**config.mk**
```make
export PLATFORM = sky130hd
export DESIGN_NAME = rdi_stall_sequencer
export DESIGN_NICKNAME = d
export VERILOG_FILES = /design/src/rtl/rdi_stall_sequencer.sv
export SDC_FILE = /design/constraint.sdc
export NUM_CORES = 1
export LEC_CHECK = 0
export CAP_MARGIN = 25
export CORE_MARGIN = 1
export CORE_UTILIZATION = 50
export CTS_CLUSTER_SIZE = 16
export DETAILED_ROUTE_END_ITERATION = 8
export PLACE_DENSITY = 0.82
export SETUP_SLACK_MARGIN = 0.2
export SYNTH_ARGS = -nofsm -noshare
export SYNTH_HDL_FRONTEND = slang
export SYNTH_SLANG_ARGS = --single-unit
```
**constraint.sdc**
```tcl
create_clock -name lclk -period 2.9 [get_ports lclk]
set_input_delay 0.58 -clock lclk [delete_from_list [all_inputs] [get_ports lclk]]
set_output_delay 0.58 -clock lclk [all_outputs]
set_load 0.01 [all_outputs]
```
**src/rtl/rdi_stall_sequencer.sv**
```systemverilog
// Upstream sequencer for RDI state changes: leaving Active runs a stall
// handshake (bounded by a timeout) before the new pl_state_sts is committed.
module rdi_stall_sequencer #(
    parameter int unsigned TIMEOUT_CYCLES = 1000,
    parameter int unsigned CNT_W          = 10
) (
    input  logic       lclk,
    input  logic       sys_rst,
    input  logic [3:0] i_cur_state,
    input  logic       i_tgt_valid,
    input  logic [3:0] i_tgt_state,
    output logic       o_tgt_ready,
    input  logic       i_link_error,
    output logic       o_stall_start,
    input  logic       i_pl_stallreq,
    input  logic       i_stall_done,
    output logic       o_trdy_gate,
    output logic       o_state_upd_valid,
    output logic [3:0] o_state_upd,
    output logic       o_stall_timeout,
    output logic       o_busy
);

    localparam logic [3:0] ST_ACTIVE    = 4'b0001;
    localparam logic [3:0] ST_L1        = 4'b0100;
    localparam logic [3:0] ST_L2        = 4'b1000;
    localparam logic [3:0] ST_LINKRESET = 4'b1001;
    localparam logic [3:0] ST_LINKERROR = 4'b1010;
    localparam logic [3:0] ST_RETRAIN   = 4'b1011;
    localparam logic [3:0] ST_DISABLE   = 4'b1100;

    localparam logic [CNT_W-1:0] CNT_LAST = CNT_W'(TIMEOUT_CYCLES - 1);
    localparam logic [CNT_W-1:0] CNT_ONE  = CNT_W'(1);

    typedef enum logic [1:0] {
        S_IDLE,
        S_START,
        S_WAIT,
        S_COMMIT
    } state_t;

    state_t           state_q;
    logic [3:0]       tgt_q;
    logic [CNT_W-1:0] cnt_q;
    logic             err_pend_q;
    logic             tgt_ready_q;
    logic             stall_start_q;
    logic             trdy_gate_q;
    logic             upd_valid_q;
    logic [3:0]       upd_q;
    logic             timeout_q;
    logic             busy_q;

    logic       req_in;
    logic [3:0] tgt_in;
    logic       stall_tgt;
    logic       need_stall;
    logic       cnt_hit;
    logic [3:0] done_state;

    // A pending internal error overrides any request and becomes the target.
    assign req_in     = i_link_error | i_tgt_valid;
    assign tgt_in     = i_link_error ? ST_LINKERROR : i_tgt_state;
    assign stall_tgt  = tgt_in inside {ST_L1, ST_L2, ST_LINKRESET,
                                       ST_LINKERROR, ST_RETRAIN, ST_DISABLE};
    assign need_stall = (i_cur_state == ST_ACTIVE) && stall_tgt;
    assign cnt_hit    = (cnt_q == CNT_LAST);
    assign done_state = (err_pend_q || i_link_error) ? ST_LINKERROR : tgt_q;

    always_ff @(posedge lclk) begin
        if (sys_rst) begin
            state_q       <= S_IDLE;
            tgt_q         <= '0;
            cnt_q         <= '0;
            err_pend_q    <= 1'b0;
            tgt_ready_q   <= 1'b1;
            stall_start_q <= 1'b0;
            trdy_gate_q   <= 1'b0;
            upd_valid_q   <= 1'b0;
            upd_q         <= '0;
            timeout_q     <= 1'b0;
            busy_q        <= 1'b0;
        end else begin
            upd_valid_q <= 1'b0;
            timeout_q   <= 1'b0;

            unique case (state_q)
                S_IDLE: begin
                    if (req_in) begin
                        tgt_q <= tgt_in;
                        if (need_stall) begin
                            state_q       <= S_START;
                            cnt_q         <= '0;
                            stall_start_q <= 1'b1;
                            trdy_gate_q   <= 1'b1;
                            tgt_ready_q   <= 1'b0;
                            busy_q        <= 1'b1;
                        end else if (tgt_in != i_cur_state) begin
                            state_q     <= S_COMMIT;
                            upd_valid_q <= 1'b1;
                            upd_q       <= tgt_in;
                            tgt_ready_q <= 1'b0;
                            busy_q      <= 1'b1;
                        end
                    end
                end

                S_START: begin
                    cnt_q <= cnt_q + CNT_ONE;
                    if (i_link_error) begin
                        err_pend_q <= 1'b1;
                    end
                    if (cnt_hit) begin
                        state_q       <= S_COMMIT;
                        stall_start_q <= 1'b0;
                        upd_valid_q   <= 1'b1;
                        upd_q         <= ST_LINKERROR;
                        timeout_q     <= 1'b1;
                    end else if (i_pl_stallreq) begin
                        state_q       <= S_WAIT;
                        stall_start_q <= 1'b0;
                    end
                end

                // Completion beats a timeout landing on the same cycle.
                S_WAIT: begin
                    cnt_q <= cnt_q + CNT_ONE;
                    if (i_link_error) begin
                        err_pend_q <= 1'b1;
                    end
                    if (i_stall_done) begin
                        state_q     <= S_COMMIT;
                        upd_valid_q <= 1'b1;
                        upd_q       <= done_state;
                    end else if (cnt_hit) begin
                        state_q     <= S_COMMIT;
                        upd_valid_q <= 1'b1;
                        upd_q       <= ST_LINKERROR;
                        timeout_q   <= 1'b1;
                    end
                end

                S_COMMIT: begin
                    state_q     <= S_IDLE;
                    err_pend_q  <= 1'b0;
                    trdy_gate_q <= 1'b0;
                    tgt_ready_q <= 1'b1;
                    busy_q      <= 1'b0;
                end

                default: begin
                    state_q <= S_IDLE;
                end
            endcase
        end
    end

    assign o_tgt_ready       = tgt_ready_q;
    assign o_stall_start     = stall_start_q;
    assign o_trdy_gate       = trdy_gate_q;
    assign o_state_upd_valid = upd_valid_q;
    assign o_state_upd       = upd_q;
    assign o_stall_timeout   = timeout_q;
    assign o_busy            = busy_q;

endmodule

```
# After elaboration in Yosys (flattened, before gate mapping)
# Index checks and enable logic that the tools add are counted.
# classes
add_sub_neg	1
n_mux	43
bitwise_logic	1
n_reduce_logical	18
eq_ne	20
# ops
op	count
$mux 4	7
$eq 4x4->1 const B	5
$mux 10	2
$pmux 10 s2	1
$mux 1	17
$mux 2	7
$pmux 1 s2	6
$pmux 4 s3	1
$reduce_and 4->1	3
$add 10x1->10 const B	1
$eq 10x10->1 const B	1
$ne 3x3->1 const B	3
$reduce_and 3->1	3
$ne 2x2->1 const B	4
$pmux 2 s4	1
$reduce_bool 2->1	4
$reduce_bool 6->1	1
$eq 2x2->1 const B	2
$eq 4x1->1 const B	1
$eq 4x3->1 const B	1
$ne 4x4->1	1
$reduce_and 2->1	2
$pmux 1 s3	1
$reduce_bool 3->1	1
other kinds (7)	7
# word_totals
out_inout_bits	10
ff_bits	27
input_bits	14
elab_cells	94

# Logic depth before layout (Yosys ltp)
# Gate-level depths: netlist of run 1.
# depth
word_depth	7
ltp_mapped	8
mapped_depth_nobuf	7

# Worst setup path after synthesis of run 1
# OpenSTA, ideal clock, no wires.
# synth_timing
path_kind	register to register
from	reg cnt_q[0]
to	reg state_q[0]
required_time_ns	2.830
setup_slack_ns	0.971
t_arrival_ns	1.860
setup_time_ns	0.070
n_path_buf	1
synth_period_minus_slack_ns	1.929
stages_incl_launch_ff	8
cell_sequence	dfxtp_1 -> ha_1 -> nand4_2 -> or4_1 -> buf_2 -> mux2i_1 -> a311o_1 -> a21oi_1
# synth_between
elab_chain_cells	3
# synth_rtl
item	line	source
from (decl)	44	logic [CNT_W-1:0] cnt_q;
from (signal assigned)	109	cnt_q <= cnt_q + CNT_ONE;
from (signal assigned)	127	cnt_q <= cnt_q + CNT_ONE;
$eq 10x10->1 *	67	assign cnt_hit = (cnt_q == CNT_LAST);
$ne 3x3->1 (no line) / $mux 2 (equally long branches)	n/a	
$reduce_and 4->1 (no line) / $pmux 2 s4 (equally long branches)	n/a	
to (signal assigned)	72	state_q <= S_IDLE;
to (signal assigned)	92	state_q <= S_START;
to (signal assigned)	99	state_q <= S_COMMIT;
to (decl)	42	state_t state_q;
# Mark *: on every way between the ends. The rest lies on a longest branch, timed or not.
# A chain may end at the register's enable or synchronous reset.

# Worst setup path after layout of run 1
# layout_timing
from	reg state_q[0]
to	reg cnt_q[9]
# layout_between
elab_chain_cells	4
# layout_rtl
item	line	source
$eq 2x2->1 / $eq 2x1->1 (equally long branches)	87	unique case (state_q)
$reduce_or 2->1 (no line)	n/a	
$reduce_bool 2->1 (no line)	n/a	
$reduce_and 3->1 (no line)	n/a	
# Parallel ways exist; a longest one is shown, timed or not.

==> results.json, run 1 <==
{
  "status": "completed",
  "clock_latency_ps": 320,
  "avgSynthCellArea_um2": 8.81,
  "grt_pass1_vias": 1400,
  "hold_violations": 0,
  "crit_arrival_ps": 2640,
  "yosysUniqueCellTypes": 57,
  "start_util_pct": 54.0,
  "setup_viol": 0,
  "finClkSkew_ps": 7.20,
  "critPathRequiredTime_ps": 3120,
  "crit_path_max_fanout": 15,
  "seqPwrFrac_pct": 34.9,
  "syn_inst": 190,
  "muxShareOfSynthArea_pct": 3.59,
  "die_h_um": 59.9,
  "routedWlPerCell_um": 15.2,
  "period_minus_slack_ps": 2420,
  "netlist_area_um2": 1670,
  "final-seq-area_um2": 541,
  "cts.sinks": 27,
  "power.share.switching_pct": 42.1,
  "synth_top_family_by_area": "compound AO/OA/AOI/OAI gates",
  "reg2reg_slack_ps": 480,
  "period_share_pct": 83.5,
  "cts_setup_buffers": 0,
  "power_density_nw_per_um2": 755,
  "overflow": 0,
  "synth-edff-count": 0,
  "ys_ff_latch": 27,
  "syn_nets": 209,
  "dieArea_um2": 3580,
  "cts_resized": 0,
  "async_flop_share_pct": 0,
  "cp-end-kind": "flop",
  "grt_pass1_wl_um": 6480,
  "p_leak_nw": 0.693,
  "grt_max_degree": 16,
  "power_mw": 1.49,
  "max_cap_violations": 0,
  "numCtsBuffers": 3,
  "fillers": 292,
  "comb_power_share_pct": 54.3,
  "antenna_found_initial": 0,
  "ys_seq_area_share_pct": 32.3,
  "vias_per_cell": 6.11,
  "clkPwrFrac_pct": 10.8,
  "cts_root_buf": "clkbuf_4",
  "vias": 1564,
  "p_switching_mw": 0.626,
  "critical_path_class": "flop to flop",
  "internal_power_mw": 0.862,
  "hp-class": "flop to flop",
  "gp_congestion": 0.929,
  "ant_nets": 0,
  "rows": 20,
  "ys_warn_count": 0,
  "ys.flop_type": "dfxtp_1",
  "first_pass_iters": 4,
  "dp_slack_ps": 251,
  "cts-htree-levels": 1,
  "cts_tree": "done",
  "clockBufferDepth": 2,
  "routed_wl_um": 3880,
  "diodes": 0,
  "drive_gt1_share_pct": 11.3,
  "final_nets": 232,
  "hold_buffers": 0,
  "dp_hpwl_um": 2950,
  "io_pins": 24,
  "yosys.area_share.xor_xnor_pct": 5.23,
  "fp.dieW_um": 59.9,
  "tightest_slew_ps": 514,
  "finalMaxSlewViolations": 0,
  "max_freq_mhz": 413,
  "syn_to_final_growth_pct": 17.8,
  "fp.coreArea_um2": 3100,
  "ir_drop_uv": 444,
  "grt_usage_pct": 24.0,
  "cts.reportedPaths.clkPinSlew_ps": 140,
  "io_buffer_count": 23,
  "startpoint_type": "flop",
  "final.setup.tns_ps": 0,
  "synth_fa_ha_area_share_pct": 3.74,
  "multi_input_area_um2": 1060,
  "finalWorstSetupSlack_ps": 480,
  "synth_compound_area_share_pct": 28.4,
  "rsz0062_at_grt": "no",
  "synth-simple-area-share_pct": 22.6,
  "relSlewSlack_pct": 65.7,
  "drcViolationCount": 0,
  "drt-initial-drc-count": 93
}
## final timing paths
kind / cells past startpoint / from / endpoint
max reg2reg: 6 / state_q[0] / cnt_q[9]
min reg2reg: 2 / tgt_q[1] / tgt_q[1]
max: 6 / state_q[0] / cnt_q[9]
min: 2 / tgt_q[1] / tgt_q[1]
## Yosys cell counts, types with 2 or more instances
library cell | instances | area share, %
o22ai_1 | 4 | 1.5
or3b_1 | 2 | 1.0
nand4_1 | 3 | 1.1
inv_1 | 6 | 1.3
o211ai_1 | 2 | 0.90
a21boi_0 | 2 | 0.90
o31ai_1 | 2 | 0.90
o311ai_0 | 2 | 1.0
o211a_1 | 2 | 1.2
o21ai_1 | 3 | 0.90
xor2_1 | 2 | 1.0
a21oi_1 | 11 | 3.3
dfxtp_1 | 27 | 32
nand3_1 | 7 | 2.1
nand2_1 | 20 | 4.5
o21ai_0 | 3 | 0.90
a211oi_1 | 4 | 1.8
a311o_1 | 5 | 3.0
nor2_1 | 15 | 3.4
nor3_1 | 4 | 1.2
clkbuf_1 | 6 | 1.3
ha_1 | 5 | 3.7
buf_2 | 2 | 0.60
nor2b_1 | 5 | 1.9
xnor2_1 | 8 | 4.2
mux2i_1 | 6 | 3.6
a211oi_2 | 2 | 1.5
## flip-flops by register name, indices dropped and copies added (netlist names), 2 cells and up
signal / flops
cnt_q: 10
state_q: 2
tgt_q: 4
o_state_upd: 4
## cell usage in the layout, fill, tap and decap left out, types with 2 or more instances in the layout
| cell type | n |
|---|---|
| nor2b_1 | 5 |
| clkbuf_4 | 3 |
| a211oi_1 | 4 |
| buf_4 | 4 |
| o311ai_0 | 2 |
| inv_1 | 6 |
| o211ai_1 | 2 |
| a311o_1 | 5 |
| clkdlybuf4s50_1 | 23 |
| nand2_1 | 20 |
| or3b_1 | 2 |
| dfxtp_1 | 27 |
| xor2_1 | 2 |
| ha_1 | 5 |
| a21boi_0 | 2 |
| a211oi_2 | 2 |
| nand4_1 | 3 |
| mux2i_1 | 6 |
| o21ai_1 | 3 |
| nor2_1 | 15 |
| nand3_1 | 7 |
| o22ai_1 | 4 |
| a21oi_1 | 11 |
| xnor2_1 | 8 |
| nor3_1 | 4 |
| o211a_1 | 2 |
| o21ai_0 | 3 |
| o31ai_1 | 2 |
## power groups by stage
stage	Sequential (mW)	Clock (mW)	Combinational [mW]
3_3_place_gp	0.521	0	0.765
4_1_cts	0.519	0.165	0.797
2_1_floorplan	0.531	0	0.556
5_1_grt	0.531	0.186	0.877
3_5_place_dp	0.526	0	0.793
6_report	0.519	0.161	0.808
## metrics by stage
stage,hold WS (ps),cells,utilization (%),instance area (um^2)
5_1_grt,508,256,63.5,1970
4_1_cts,484,256,63.5,1970
3_3_place_gp,457,252,62.7,1950
3_5_place_dp,465,252,62.7,1950
6_report,485,256,63.5,1970
2_1_floorplan,429,190,-,1670
## cells by family after synthesis
group                      Yosys count
AOI/OAI and AO/OA                   58
and+or+nand+nor                     68
DFF                                 27
buffers and inverters               16
adders and majority gates            5
muxes                                6
xor gates and xnor gates            10
## critical path, cell delays in order (launching register included)
cell and delay (ps):
dfxtp_1 430, inv_1 110, ha_1 600, nand2_1 450, a2111oi_2 500, xnor2_1 160, nor2_1 60
## final cells by class
class | instances | share of cell area [%]
Timing Repair Buffer | 27 | 13.2
Inverter | 7 | 1.33
Clock buffer | 4 | 1.33
Tap cell | 44 | 2.79
Sequential cell | 27 | 27.4
Multi-Input combinational cell | 147 | 53.9
## metal layers
metal	vias up	track usage (%)	wire length, um
li1	756	-	-
met1	750	32.0	1770
met2	52	38.6	1810
met3	6	5.19	227
met4	0	7.64	68
met5	-	0	0
No activity file was read; power rests on OpenSTA's default activity.
==> inputs of run 2 (changes only) <==
--- a/config.mk
+++ b/config.mk
@@ -7,10 +7,10 @@
 export LEC_CHECK = 0
 export CAP_MARGIN = 25
 export CORE_MARGIN = 1
-export CORE_UTILIZATION = 50
+export CORE_UTILIZATION = 49
 export CTS_CLUSTER_SIZE = 16
 export DETAILED_ROUTE_END_ITERATION = 8
-export PLACE_DENSITY = 0.82
+export PLACE_DENSITY = 0.84
 export SETUP_SLACK_MARGIN = 0.2
 export SYNTH_ARGS = -nofsm -noshare
 export SYNTH_HDL_FRONTEND = slang
==> constraint.sdc (replaced) <==
create_clock -name lclk -period 1.9 [get_ports lclk]
set_input_delay 0.38 -clock lclk [delete_from_list [all_inputs] [get_ports lclk]]
set_output_delay 0.38 -clock lclk [all_outputs]
set_load 0.01 [all_outputs]
==> run 2 against run 1 <==
Compared with the run above:
- sequential power grew 53%
- worst setup slack lost 350 ps
- register-to-register slack lost 350 ps
- clock power grew 58%
- count of clock-buffer cells in the layout shrank 1
- wire length grew 37%
- first-iteration DRC count grew 130%
- cell count grew 19%
- critical endpoint is now state_q[0]
- largest cell class unchanged
- highest routed layer unchanged
==> results.json, run 2 (synthesis gave the netlist of run 1 again) <==
{
  "hold_buffers": 0,
  "crit_path_max_fanout": 3,
  "seqPwrFrac_pct": 28.2,
  "period_minus_slack_ps": 1770,
  "cts.sinks": 27,
  "relSlewSlack_pct": 63.2,
  "hold_violations": 0,
  "stdcell_count": 304,
  "power_density_nw_per_um2": 1120,
  "setup_viol": 0,
  "dieArea_um2": 3650,
  "drt-initial-drc-count": 216,
  "internal_power_mw": 1.63,
  "dp_hpwl_um": 3340,
  "numCtsBuffers": 3,
  "multi_input_area_um2": 1220,
  "clock_latency_ps": 330,
  "final-seq-area_um2": 551,
  "drcViolationCount": 0,
  "fp.coreArea_um2": 3150,
  "finalMaxSlewViolations": 0,
  "finalWorstSetupSlack_ps": 125,
  "layout_commonest_cell": "buf_4",
  "tightest_slew_ps": 551,
  "start_util_pct": 53.1,
  "holdWs_ps": 466,
  "overflow": 0,
  "routed-wl-met3_um": 347,
  "final_nets": 280,
  "syn_to_final_growth_pct": 50.5,
  "diodes": 0,
  "io_buffer_count": 23,
  "cts_tree": "done",
  "clockBufferDepth": 2,
  "mostFrequentLayoutCells": "46 x buf_4, 21 x dfxtp_1, 19 x nand2_1, 14 x clkdlybuf4s50_1, 13 x nor2_1",
  "rsz0062_at_grt": "yes",
  "antenna_found_initial": 0,
  "ir_drop_uv": 591,
  "clkPwrFrac_pct": 9.0,
  "io_pins": 24,
  "routed_wl_um": 5310,
  "fillers": 210,
  "cts-htree-levels": 1,
  "final.setup.tns_ps": 0,
  "finClkSkew_ps": 15.2,
  "wl_met1_um": 2260,
  "placed_area_um2": 2230,
  "die_h_um": 60.5,
  "power_mw": 2.81,
  "wl_met2_um": 2530,
  "gp_congestion": 0.867,
  "hp-class": "flop to flop",
  "comb_power_share_pct": 62.8,
  "design_area_um2": 2520,
  "fp.dieW_um": 60.5,
  "largest_reg_flops": 10,
  "cts_root_buf": "clkbuf_4",
  "vias_per_cell": 5.98,
  "grt_usage_pct": 30.7,
  "p_switching_mw": 1.18,
  "ant_nets": 0,
  "placed_cells": 284,
  "cp-end-kind": "flop",
  "crit_arrival_ps": 2050,
  "startpoint_type": "flop",
  "max_stage_delay_ps": 470,
  "routedWlPerCell_um": 17.5,
  "slowest_stage": "or4_4",
  "grt_pass1_vias": 1777,
  "fin_util_pct": 79.9,
  "max_cap_violations": 0,
  "power.share.switching_pct": 42.1,
  "grt_max_degree": 16,
  "first_pass_iters": 4,
  "drive_gt1_share_pct": 37.3,
  "top_layer": "met4",
  "vias": 1818,
  "regMostFlops": "cnt_q",
  "period_share_pct": 93.4,
  "critPathRequiredTime_ps": 2180,
  "p_leak_nw": 0.982,
  "cts.reportedPaths.clkPinSlew_ps": 160,
  "grt_pass1_wl_um": 8310,
  "path_cells": "ha_4 -> nand4_4 -> or4_4 -> mux2i_1 -> a311o_1 -> a21oi_1",
  "max_freq_mhz": 563,
  "dp_slack_ps": -446,
  "critical_path_class": "flop to flop",
  "status": "completed",
  "rows": 20
}
==> run 2: changes by cell type in the layout (fill, tap and decap cells not counted), sizes merged <==
| cell | change |
|---|---|
| buf | +50 |
| clkdlybuf4s50 | -9 |
| dlygate4sd2 | +5 |
| clkdlybuf4s15 | +2 |
| clkbuf | -1 |
| clkinv | +1 |
==> run 2: metal layers <==
layer	up-vias	track usage [%]
li1	851	-
met1	850	39.1
met2	96	52.0
met3	21	4.48
met4	0	12.7
met5	-	0
==> run 2: repair_timing <==
action,CTS,global route
setup endpoints to repair,21,11
resized for setup,42,10
pin swaps,12,11
buffers inserted,9,7
==> run 2: cell type report <==
type                    instances  area share, %
multi-input cells             147           48.3
repair buffers                 75           25.5
clock inverters                 1          0.199
inverters                       7           1.04
flip-flops and latches         27           21.8
well taps                      44           2.18
clock buffers                   3          0.894
==> run 2: worst paths after layout <==
check | endpoint | slack, ps | depth (start not counted) | start
min reg2reg | tgt_q[3] | 470 | 2 | tgt_q[3]
max reg2reg | state_q[0] | 130 | 6 | cnt_q[1]
max | state_q[0] | 130 | 6 | cnt_q[1]
min | tgt_q[3] | 470 | 2 | tgt_q[3]
==> run 2: power by group through the flow <==
stage / Combinational, mW / Clock [mW] / Sequential, mW
detailed placement: 1.44 / 0 / 0.798
global route: 1.87 / 0.278 / 0.804
floorplan: 0.863 / 0 / 0.817
global placement: 1.39 / 0 / 0.793
finish: 1.76 / 0.254 / 0.792
CTS: 1.63 / 0.256 / 0.784
==> run 2: critical path, delay by kind of cell (launching register included) <==
family / cells / cell delay (ps)
adder cells (fa/ha/maj): 1 / 150
AO/OA/AOI/OAI: 2 / 450
flip-flops: 1 / 390
multiplexers: 1 / 150
AND/OR/NAND/NOR: 2 / 570
